==> config.mk <==
export PLATFORM = sky130hd
export DESIGN_NAME = dmem_responder
export DESIGN_NICKNAME = d
export VERILOG_FILES = /design/src/rtl/dmem_pkg.sv /design/src/rtl/dmem_lane_unit.sv /design/src/rtl/dmem_responder.sv
export SDC_FILE = /design/constraint.sdc
export NUM_CORES = 2
export LEC_CHECK = 0
export ABC_CLOCK_PERIOD_IN_PS = 7650
export CAP_MARGIN = 20
export CORE_MARGIN = 2
export CORE_UTILIZATION = 25
export CTS_CLUSTER_DIAMETER = 120
export DETAILED_ROUTE_END_ITERATION = 8
export DONT_BUFFER_PORTS = 1
export SYNTH_ARGS = -nofsm -noshare
export SYNTH_HDL_FRONTEND = slang
export SYNTH_SLANG_ARGS = --single-unit
==> constraint.sdc <==
create_clock -name clk -period 7.65 [get_ports clk]
set_input_delay 1.53 -clock clk [delete_from_list [all_inputs] [get_ports clk]]
set_output_delay 1.53 -clock clk [all_outputs]
set_load 0.01 [all_outputs]
==> src/rtl/dmem_pkg.sv <==
// dmem_pkg: shared types and helpers for the data-memory responder.
//   size_e    : access size encoding (SZ_RSVD behaves as a word)
//   state_e   : responder FSM states
//   req_t     : captured request
//   lane_en / lane_wbyte : per-byte-lane store selection (little-endian)
//   misaligned: alignment check used when DMEM_MISALIGN_TRAP_EN is defined
package dmem_pkg;

  localparam int NUM_LANES = 4;
  localparam int VEC_W     = 8;

  typedef enum logic [1:0] {
    SZ_BYTE = 2'b00,
    SZ_HALF = 2'b01,
    SZ_WORD = 2'b10,
    SZ_RSVD = 2'b11
  } size_e;

  typedef enum logic [1:0] {
    S_IDLE = 2'd0,
    S_WAIT = 2'd1,
    S_RESP = 2'd2
  } state_e;

  typedef struct packed {
    logic        write;
    size_e       size;
    logic        uns;
    logic [31:0] addr;
    logic [31:0] wdata;
  } req_t;

  // Byte lane written by a store of this size at this low address.
  // Half ignores lo[0], word ignores lo entirely (forced alignment).
  function automatic logic lane_en(size_e sz, logic [1:0] lo, int lane);
    case (sz)
      SZ_BYTE: return lo == 2'(lane);
      SZ_HALF: return lo[1] == lane[1];
      default: return 1'b1;
    endcase
  endfunction

  // Store data is right-aligned, so byte/half data replicate across lanes.
  function automatic logic [7:0] lane_wbyte(size_e sz, logic [31:0] wd, int lane);
    case (sz)
      SZ_BYTE: return wd[7:0];
      SZ_HALF: return lane[0] ? wd[15:8] : wd[7:0];
      default: return wd[lane*8 +: 8];
    endcase
  endfunction

  function automatic logic misaligned(size_e sz, logic [1:0] lo);
    case (sz)
      SZ_BYTE: return 1'b0;
      SZ_HALF: return lo[0];
      default: return lo != 2'b00;
    endcase
  endfunction

endpackage

==> src/rtl/dmem_lane_unit.sv <==
// dmem_lane_unit: combinational lane steering for one 32-bit word.
//   size, uns, lo : access size, zero-extend flag, addr[1:0]
//   wdata         : right-aligned store data
//   rword         : current array word
//   nword, be     : merged store word and byte enables
//   rdata         : extended load result
module dmem_lane_unit
  import dmem_pkg::*;
(
  input  size_e       size,
  input  logic        uns,
  input  logic [1:0]  lo,
  input  logic [31:0] wdata,
  input  logic [31:0] rword,
  output logic [31:0] nword,
  output logic [NUM_LANES-1:0] be,
  output logic [31:0] rdata
);

  for (genvar i = 0; i < NUM_LANES; i++) begin : g_lane
    assign be[i] = lane_en(size, lo, i);
    assign nword[i*VEC_W +: VEC_W] = be[i] ? lane_wbyte(size, wdata, i)
                                           : rword[i*VEC_W +: VEC_W];
  end

  logic [7:0]  bsel;
  logic [15:0] hsel;

  always_comb begin
    bsel  = rword[{lo, 3'b000} +: 8];
    hsel  = lo[1] ? rword[31:16] : rword[15:0];
    rdata = rword;
    case (size)
      SZ_BYTE: rdata = {{24{~uns & bsel[7]}}, bsel};
      SZ_HALF: rdata = {{16{~uns & hsel[15]}}, hsel};
      default: rdata = rword;
    endcase
  end

endmodule

==> src/rtl/dmem_responder.sv <==
// dmem_responder: memory-side end of the CPU data port. One request at a
// time over valid/ready, WAIT_CYCLES wait states, then a one-cycle response.
//   clk, reset (sync, active low)
//   req_valid/req_ready, req_write, req_size, req_unsigned, req_addr, req_wdata
//   rsp_valid, rsp_rdata, rsp_err
// Optional: DMEM_MISALIGN_TRAP_EN - misaligned half/word accesses respond
// with rsp_err=1, rdata 0 and no array write. Undefined: low address bits
// are forced to alignment and rsp_err stays 0.
module dmem_responder
  import dmem_pkg::*;
#(
  parameter int DEPTH_WORDS = 64,
  parameter int WAIT_CYCLES = 1
) (
  input  logic        clk,
  input  logic        reset,
  input  logic        req_valid,
  output logic        req_ready,
  input  logic        req_write,
  input  logic [1:0]  req_size,
  input  logic        req_unsigned,
  input  logic [31:0] req_addr,
  input  logic [31:0] req_wdata,
  output logic        rsp_valid,
  output logic [31:0] rsp_rdata,
  output logic        rsp_err
);

  localparam int AW = $clog2(DEPTH_WORDS);
  localparam logic ZERO_WAIT = (WAIT_CYCLES == 0);
  localparam logic [3:0] CNT_INIT = ZERO_WAIT ? 4'd0 : 4'(WAIT_CYCLES - 1);

  logic [31:0] mem [DEPTH_WORDS];

  state_e      state;
  logic [3:0]  cnt;
  req_t        cap, live, cur;
  logic [AW-1:0] idx;
  logic [31:0] rword, nword, ext;
  logic [NUM_LANES-1:0] be;
  logic        err, enter_resp;

  assign req_ready = (state == S_IDLE);

  assign live = '{write: req_write, size: size_e'(req_size), uns: req_unsigned,
                  addr: req_addr, wdata: req_wdata};

  // With zero wait states the array access happens on the accepting edge,
  // so the live inputs are used; otherwise the captured copy.
  assign cur   = (state == S_IDLE) ? live : cap;
  assign idx   = cur.addr[AW+1:2];
  assign rword = mem[idx];

  logic unused_addr_hi;
  assign unused_addr_hi = ^cur.addr[31:AW+2];

`ifdef DMEM_MISALIGN_TRAP_EN
  assign err = misaligned(cur.size, cur.addr[1:0]);
`else
  assign err = 1'b0;
`endif

  assign enter_resp = ((state == S_IDLE) && req_valid && ZERO_WAIT) ||
                      ((state == S_WAIT) && (cnt == 4'd0));

  dmem_lane_unit u_lane (
    .size  (cur.size),
    .uns   (cur.uns),
    .lo    (cur.addr[1:0]),
    .wdata (cur.wdata),
    .rword (rword),
    .nword (nword),
    .be    (be),
    .rdata (ext)
  );

  logic unused_be;
  assign unused_be = ^be;

  // Array is not reset; a reset edge suppresses any pending commit.
  always_ff @(posedge clk) begin
    if (reset && enter_resp && cur.write && !err)
      mem[idx] <= nword;
  end

  always_ff @(posedge clk) begin
    if (!reset) begin
      state     <= S_IDLE;
      cnt       <= 4'd0;
      cap       <= '0;
      rsp_valid <= 1'b0;
      rsp_rdata <= 32'd0;
      rsp_err   <= 1'b0;
    end else begin
      rsp_valid <= 1'b0;
      rsp_rdata <= 32'd0;
      rsp_err   <= 1'b0;
      if (enter_resp) begin
        state     <= S_RESP;
        rsp_valid <= 1'b1;
        rsp_rdata <= (cur.write || err) ? 32'd0 : ext;
        rsp_err   <= err;
      end
      case (state)
        S_IDLE: if (req_valid) begin
          cap <= live;
          if (!ZERO_WAIT) begin
            state <= S_WAIT;
            cnt   <= CNT_INIT;
          end
        end
        S_WAIT: if (cnt != 4'd0) cnt <= cnt - 4'd1;
        S_RESP: state <= S_IDLE;
        default: state <= S_IDLE;
      endcase
    end
  end

endmodule
# [Word-level counts from Yosys, hierarchy flattened]
# Memory sizes are Yosys's and may differ from the RTL's.
# Cells that the tools add are included.
[word_totals] elab_cells=61 in_bits=71 mem_bits_rw=2048 out_inout_bits=35 mem_count=1 ff_bits=107
[memory_table] memory="mem" words=64 width=32 rd=1 rd_clocked_by_memory_dff=0 write_ports=1 line_no="dmem_responder.sv:33" rtl="logic [31:0] mem [DEPTH_WORDS];"
[op_classes] bitwise_logic=6 n_shift=1 muxes=23 n_addsub=1 n_reduce_logical=13 eq_ne=7
[op_table] operator="2-to-1 mux 68 bit" n=1
[op_table] operator="one-hot mux 32 bit (2 select lines)" n=1
[op_table] operator="2-to-1 mux 8 bit" n=6
[op_table] operator="indexed part select 32 x 6 -> 8 bit" n=1
[op_table] operator="2-to-1 mux 16 bit" n=1
[op_table] operator="one-hot mux 8 bit (2 select lines)" n=1
[op_table] operator="2-to-1 mux 4 bit" n=2
[op_table] operator="one-hot mux 1 bit (2 select lines)" n=4
[op_table] operator="one-hot mux 4 bit (2 select lines)" n=1
[op_table] operator="== test 2 x 1 -> 1 bit (second input constant)" n=3
[op_table] operator="zero test 2 bit" n=3
[op_table] operator="== test 2 bit (second input constant)" n=2
[op_table] operator="zero test 4 bit" n=1
[op_table] operator="2-to-1 mux 2 bit" n=2
[op_table] operator="inverter 1 bit" n=4
[op_table] operator="one-hot mux 2 bit (2 select lines)" n=1
[op_table] operator="nonzero test 4 bit" n=1
[op_table] operator="subtractor 4 x 1 -> 4 bit (second input constant)" n=1
[op_table] operator="logical AND 1 bit" n=3
[op_table] operator="2-to-1 mux 1 bit" n=3
[op_table] operator="AND reduction 3 bit" n=1
[op_table] operator="OR reduction 3 bit" n=1
[op_table] operator="AND 1 bit" n=2
[op_table] operator="inequality test 2 x 1 -> 1 bit (second input constant)" n=1
[op_table] operator="other kinds (4)" n=4

# [Longest topological paths before layout]
[depth] word_depth=6 depth_mapped=17 depth_no_buf=11

# [Cells and area by module]
# A second synthesis with hierarchy kept.
[hier_totals] cells_unflattened=4959 hier_area_um2=81265.4
[by_module_without_submodules] module="dmem_responder" n_inst=1 area_each_um2=79690.2 cells_each=4758 seq_area_each_um2=63160.6
[by_module_without_submodules] module="dmem_lane_unit" n_inst=1 area_each_um2=1575.3 cells_each=201 seq_area_each_um2=0.0

# [Worst setup path after synthesis]
# OpenSTA, ideal clock, no wires.
[synth_timing] path_type="input to register" start="input req_addr[2]" end="memory mem[0][13], data pin" setup_time_ps=702 t_arrival_ps=6370 path_buffers=5 required_time_ps=6948 setup_slack_ps=579 path_stages=12 cell_sequence="buf_2 > buf_1 > nor2b_1 > a32oi_2 > buf_4 > buf_4 > buf_4 > o22ai_1 > o41ai_1 > o2111ai_1 > or4_1 > o21ai_0"
[synth_via] elab_chain_len=3
[synth_rtl] item="start: declaration" line_no="dmem_responder.sv:22" rtl="input logic [31:0] req_addr,"
[synth_rtl] item="2-to-1 mux 68 bit" line_no="dmem_responder.sv:50" rtl="assign cur = (state == S_IDLE) ? live : cap;"
[synth_rtl] item="memory read (64 x 32 bit)"
[synth_rtl] item="2-to-1 mux 8 bit" line_no="dmem_lane_unit.sv:22" rtl="assign nword[i*VEC_W +: VEC_W] = be[i] ? lane_wbyte(size, wdata, i)"
[synth_rtl] item="net nword[13]" line_no="dmem_responder.sv:39" rtl="logic [31:0] rword, nword, ext;"
[synth_rtl] item="end: declaration" line_no="dmem_responder.sv:33"
# The timed path passes the listed nets, and every way through them passes these cells.

# [Worst setup path after layout]
[layout_timing] start="register state[0]" end="memory mem[51][29], data pin"
[layout_via] elab_chain_len=5 elab_cells_between_ends=9 cone_classes="eq/ne (2); mux (4); reduce/logical (2); memory (1)"
[layout_rtl] item="start: declaration" line_no="dmem_responder.sv:35" rtl="state_e state;"
[layout_rtl] item="start signal: assignment" line_no="dmem_responder.sv:88" rtl="state <= S_IDLE;"
[layout_rtl] item="start signal: assignment" line_no="dmem_responder.sv:99" rtl="state <= S_RESP;"
[layout_rtl] item="start signal: assignment" line_no="dmem_responder.sv:108" rtl="state <= S_WAIT;"
[layout_rtl] item="zero test 2 bit *" line_no="dmem_responder.sv:50"
[layout_rtl] item="2-to-1 mux 68 bit *" line_no="dmem_responder.sv:50"
[layout_rtl] item="parallel branches: the longest is 2 deep, another holds memory read (64 x 32 bit)"
[layout_rtl] item="2-to-1 mux 8 bit *" line_no="dmem_lane_unit.sv:22"
[layout_rtl] item="net nword[29]" line_no="dmem_responder.sv:39"
# Mark *: on every way through the listed nets, which the timed path passes.

==> flow_summary.json <==
{
  "cpMaxStageDelayCell": "o21ai_4",
  "ys_warn_count": 0,
  "top_usage_layer": "met2",
  "cp_top_family": "compound AO/OA/AOI/OAI gates",
  "tritoncts": "built",
  "fp.dieH_um": 573,
  "end_kind": "flip-flop",
  "initialDrtViolationCount": 8584,
  "clock_sinks": 2131,
  "ctsRootBufferMaster": "clkbuf_16",
  "drc": 0,
  "start_util_pct": 25.2,
  "start_kind": "flip-flop",
  "nFillCells": 31700,
  "synth-seq-cells": 2131,
  "drive_above_1_share_pct": 14.4,
  "antenna_left": 0,
  "skew_ns": 0.0440,
  "multi_input_area_um2": 16800,
  "grt_use_met2_pct": 25.2,
  "grt_antenna_before_repair": 6,
  "core_area_um2": 322000,
  "critical-path-max-stage-delay_ns": 0.85,
  "worst-path-buf-inv": 6,
  "hold_buffers": 0,
  "tritoncts.num_buffers": 202,
  "maxSlewViolCount": 0,
  "io_pins": 106,
  "port_buffers": 0,
  "grt_util_all_layers_pct": 16.6,
  "power.density_nw_per_um2": 329,
  "synth_ff_type": "edfxtp_1",
  "grtUsageMet3_pct": 3.89,
  "cts_resized": 0,
  "status": "completed",
  "grt_max_degree": 86,
  "die_x_um": 573,
  "dp_hpwl_um": 169000,
  "postCtsSetupBuffers": 0,
  "clkSlewWorstSetupHoldPaths_ns": 0.06,
  "cts_max_level": 4,
  "fin_nets": 5390,
  "period_share_pct": 84.1,
  "rrSetupSlack_ns": 1.22,
  "cts_buffer_depth": 3,
  "final_core_util_pct": 29.5,
  "synth_cells": 5150,
  "timing.rr.start": "state[0]",
  "die-area_um2": 328000,
  "async_flop_share_pct": 0,
  "register_area_um2": 63200,
  "grt_pass1_vias": 49400,
  "rows": 208,
  "hold_depth": 2,
  "dr.pass1.iters": 8,
  "fmaxAchievable_mhz": 155,
  "cp_max_fo": 37,
  "hold_violations": 0,
  "whs_endpoint": "cap[23]",
  "grt_pass1_wl_um": 392000,
  "vias": 52800,
  "gp_congestion": 0.868,
  "criticalPathCategory": "flip-flop to flip-flop",
  "synth-seq-area-share_pct": 78.0,
  "clock_latency_ns": 0.86,
  "worst_pin_slew_ns": 1.21,
  "vias_per_cell": 5.39,
  "peakVddDrop_v": 0.000255,
  "met1_usage_pct": 22.6,
  "reg2reg_to": "mem[51][29]",
  "r2r_cells": 14,
  "routedWlPerCell_um": 29.1,
  "syn_avg_cell_area_um2": 15.7,
  "syn_area_um2": 81000,
  "period_needed_ns": 6.43,
  "slew_headroom_pct": 19.3,
  "final-setup-viol-count": 0,
  "maxCapViolCount": 0,
  "cp_data_required_time_ns": 8.28,
  "hold_path_class": "flip-flop to flip-flop",
  "rsz0062_at_grt": "false",
  "tns_ns": 0,
  "leakagePower_nw": 28.9,
  "synth_cell_types": 93,
  "area_growth_syn_to_layout_pct": 17.1,
  "wirelength_um": 285000,
  "path_common_cell": "buf_4",
  "cp_data_arrival_time_ns": 7.06,
  "worstHoldStart": "cap[23]",
  "synth_edf_count": 2048,
  "overflow": 0,
  "path_cells": "buf_4 -> or2_4 -> inv_4 -> o21ai_4 -> buf_12 -> buf_4 -> mux2i_1 -> a222oi_1 -> o32ai_1 -> or3_1 -> nor4_2 -> inv_1 -> a21oi_4 -> buf_4",
  "syn_nets": 5222,
  "crit_cells": 14
}
## stage by stage
stage               setup slack (ns)  cell area (µm²)  total power, mW  hold WS [ns]  std cells
finish                          1.22            94800             31.2         0.464       9791
global route                    1.07            94800             31.9         0.488       9789
CTS                             1.28            94700             31.0         0.465       9786
detailed placement              1.24            88300             21.4         0.456       9417
global placement                1.24            88300             21.2         0.451       9413
floorplan                      0.579            81000             18.3         0.443       5150
## Yosys cell counts (18+ instances only)
| master | number | area share, % |
|---|---|---|
| a211oi_1 | 18 | 0.17 |
| a21boi_0 | 44 | 0.41 |
| a21oi_1 | 119 | 0.74 |
| a31oi_1 | 85 | 0.66 |
| a32oi_1 | 30 | 0.32 |
| buf_1 | 25 | 0.12 |
| buf_2 | 159 | 0.98 |
| buf_4 | 68 | 0.63 |
| buf_6 | 18 | 0.25 |
| clkbuf_1 | 82 | 0.38 |
| dfxtp_1 | 83 | 2.1 |
| edfxtp_1 | 2048 | 76 |
| mux2_2 | 24 | 0.33 |
| mux2i_1 | 96 | 1.2 |
| nand2_1 | 576 | 2.7 |
| nand3_1 | 128 | 0.79 |
| nor2_1 | 186 | 0.86 |
| nor3_1 | 137 | 0.85 |
| nor4_1 | 52 | 0.40 |
| o21ai_0 | 81 | 0.50 |
| o221ai_1 | 92 | 1.0 |
| o22a_1 | 22 | 0.24 |
| o22ai_1 | 679 | 5.2 |
| o32ai_1 | 21 | 0.23 |
## registers in the layout, indices dropped and copies added (netlist names)
signal     cells
rsp_rdata     32
state          2
cap           44
cnt            4
mem         2048
rsp_valid      1
## logic make-up (layout without fill, tap and decap cells)
group | count (synthesis) | in the layout | share of synthesized area [%]
compound gates | 1344 | 1344 | 11.3
xor+xnor | 2 | 2 | 0.0216
fa+ha+maj | 1 | 1 | 0.0155
buf+inv | 360 | 693 | 2.41
flops | 2131 | 2131 | 78.0
mux | 131 | 131 | 1.79
other cells | 1 | 4 | 0.00463
simple gates | 1180 | 1180 | 6.48
## worst max path at each step
stage	startpoint	to	slack, ns
CTS	state[0]	mem[7][11]	1.28
floorplan	req_addr[2]	mem[0][13]	0.58
global placement	req_addr[3]	mem[59][8]	1.24
global route	state[0]	mem[18][29]	1.07
detailed placement	req_addr[4]	mem[8][11]	1.24
finish	state[0]	mem[51][29]	1.22
## placed cells by master, fill, tap and decap left out, types with 30 or more instances in the layout
cell / Yosys / routed
clkinv_2: 0 / 35
a32oi_1: 30 / 30
clkbuf_1: 82 / 42
nor4_1: 52 / 51
a21boi_0: 44 / 44
a31oi_1: 85 / 83
mux2i_1: 96 / 93
nand3_1: 128 / 128
buf_4: 68 / 271
nand2_1: 576 / 565
clkinv_1: 1 / 48
o221ai_1: 92 / 92
clkbuf_16: 0 / 207
a21oi_1: 119 / 103
nor3_1: 137 / 136
o21ai_0: 81 / 68
edfxtp_1: 2048 / 2048
nor2_1: 186 / 120
buf_12: 0 / 41
o22ai_1: 679 / 679
nor2_4: 0 / 64
dfxtp_1: 83 / 83
## tightest hold or removal path, cell delays in order (launching register included)
cell and delay [ns]:
dfxtp_1 0.31, nand2_1 0.05, a21boi_0 0.06
## routing by layer
metal | up-vias | wire [µm]
met1 | 27100 | 108000
met3 | 578 | 36700
met4 | 0 | 13800
met5 | - | 0
li1 | 21100 | -
met2 | 3894 | 126000
## area by class of cell
class	count	area share, %
Antenna cell	3	0.00792
Clock buffer	249	5.63
Clock inverter	120	1.16
Inverter	7	0.0304
Multi-Input combinational cell	2659	17.8
Sequential cell	2131	66.6
Tap cell	4305	5.68
Timing Repair Buffer	317	3.06
## power breakdown
group	internal [mW]	switching [mW]	total (mW)
sequential	14.6	0.0501	14.7
combinational	1.47	5.17	6.64
clock	5.47	4.41	9.87
Power figures use the tool's default switching activity.
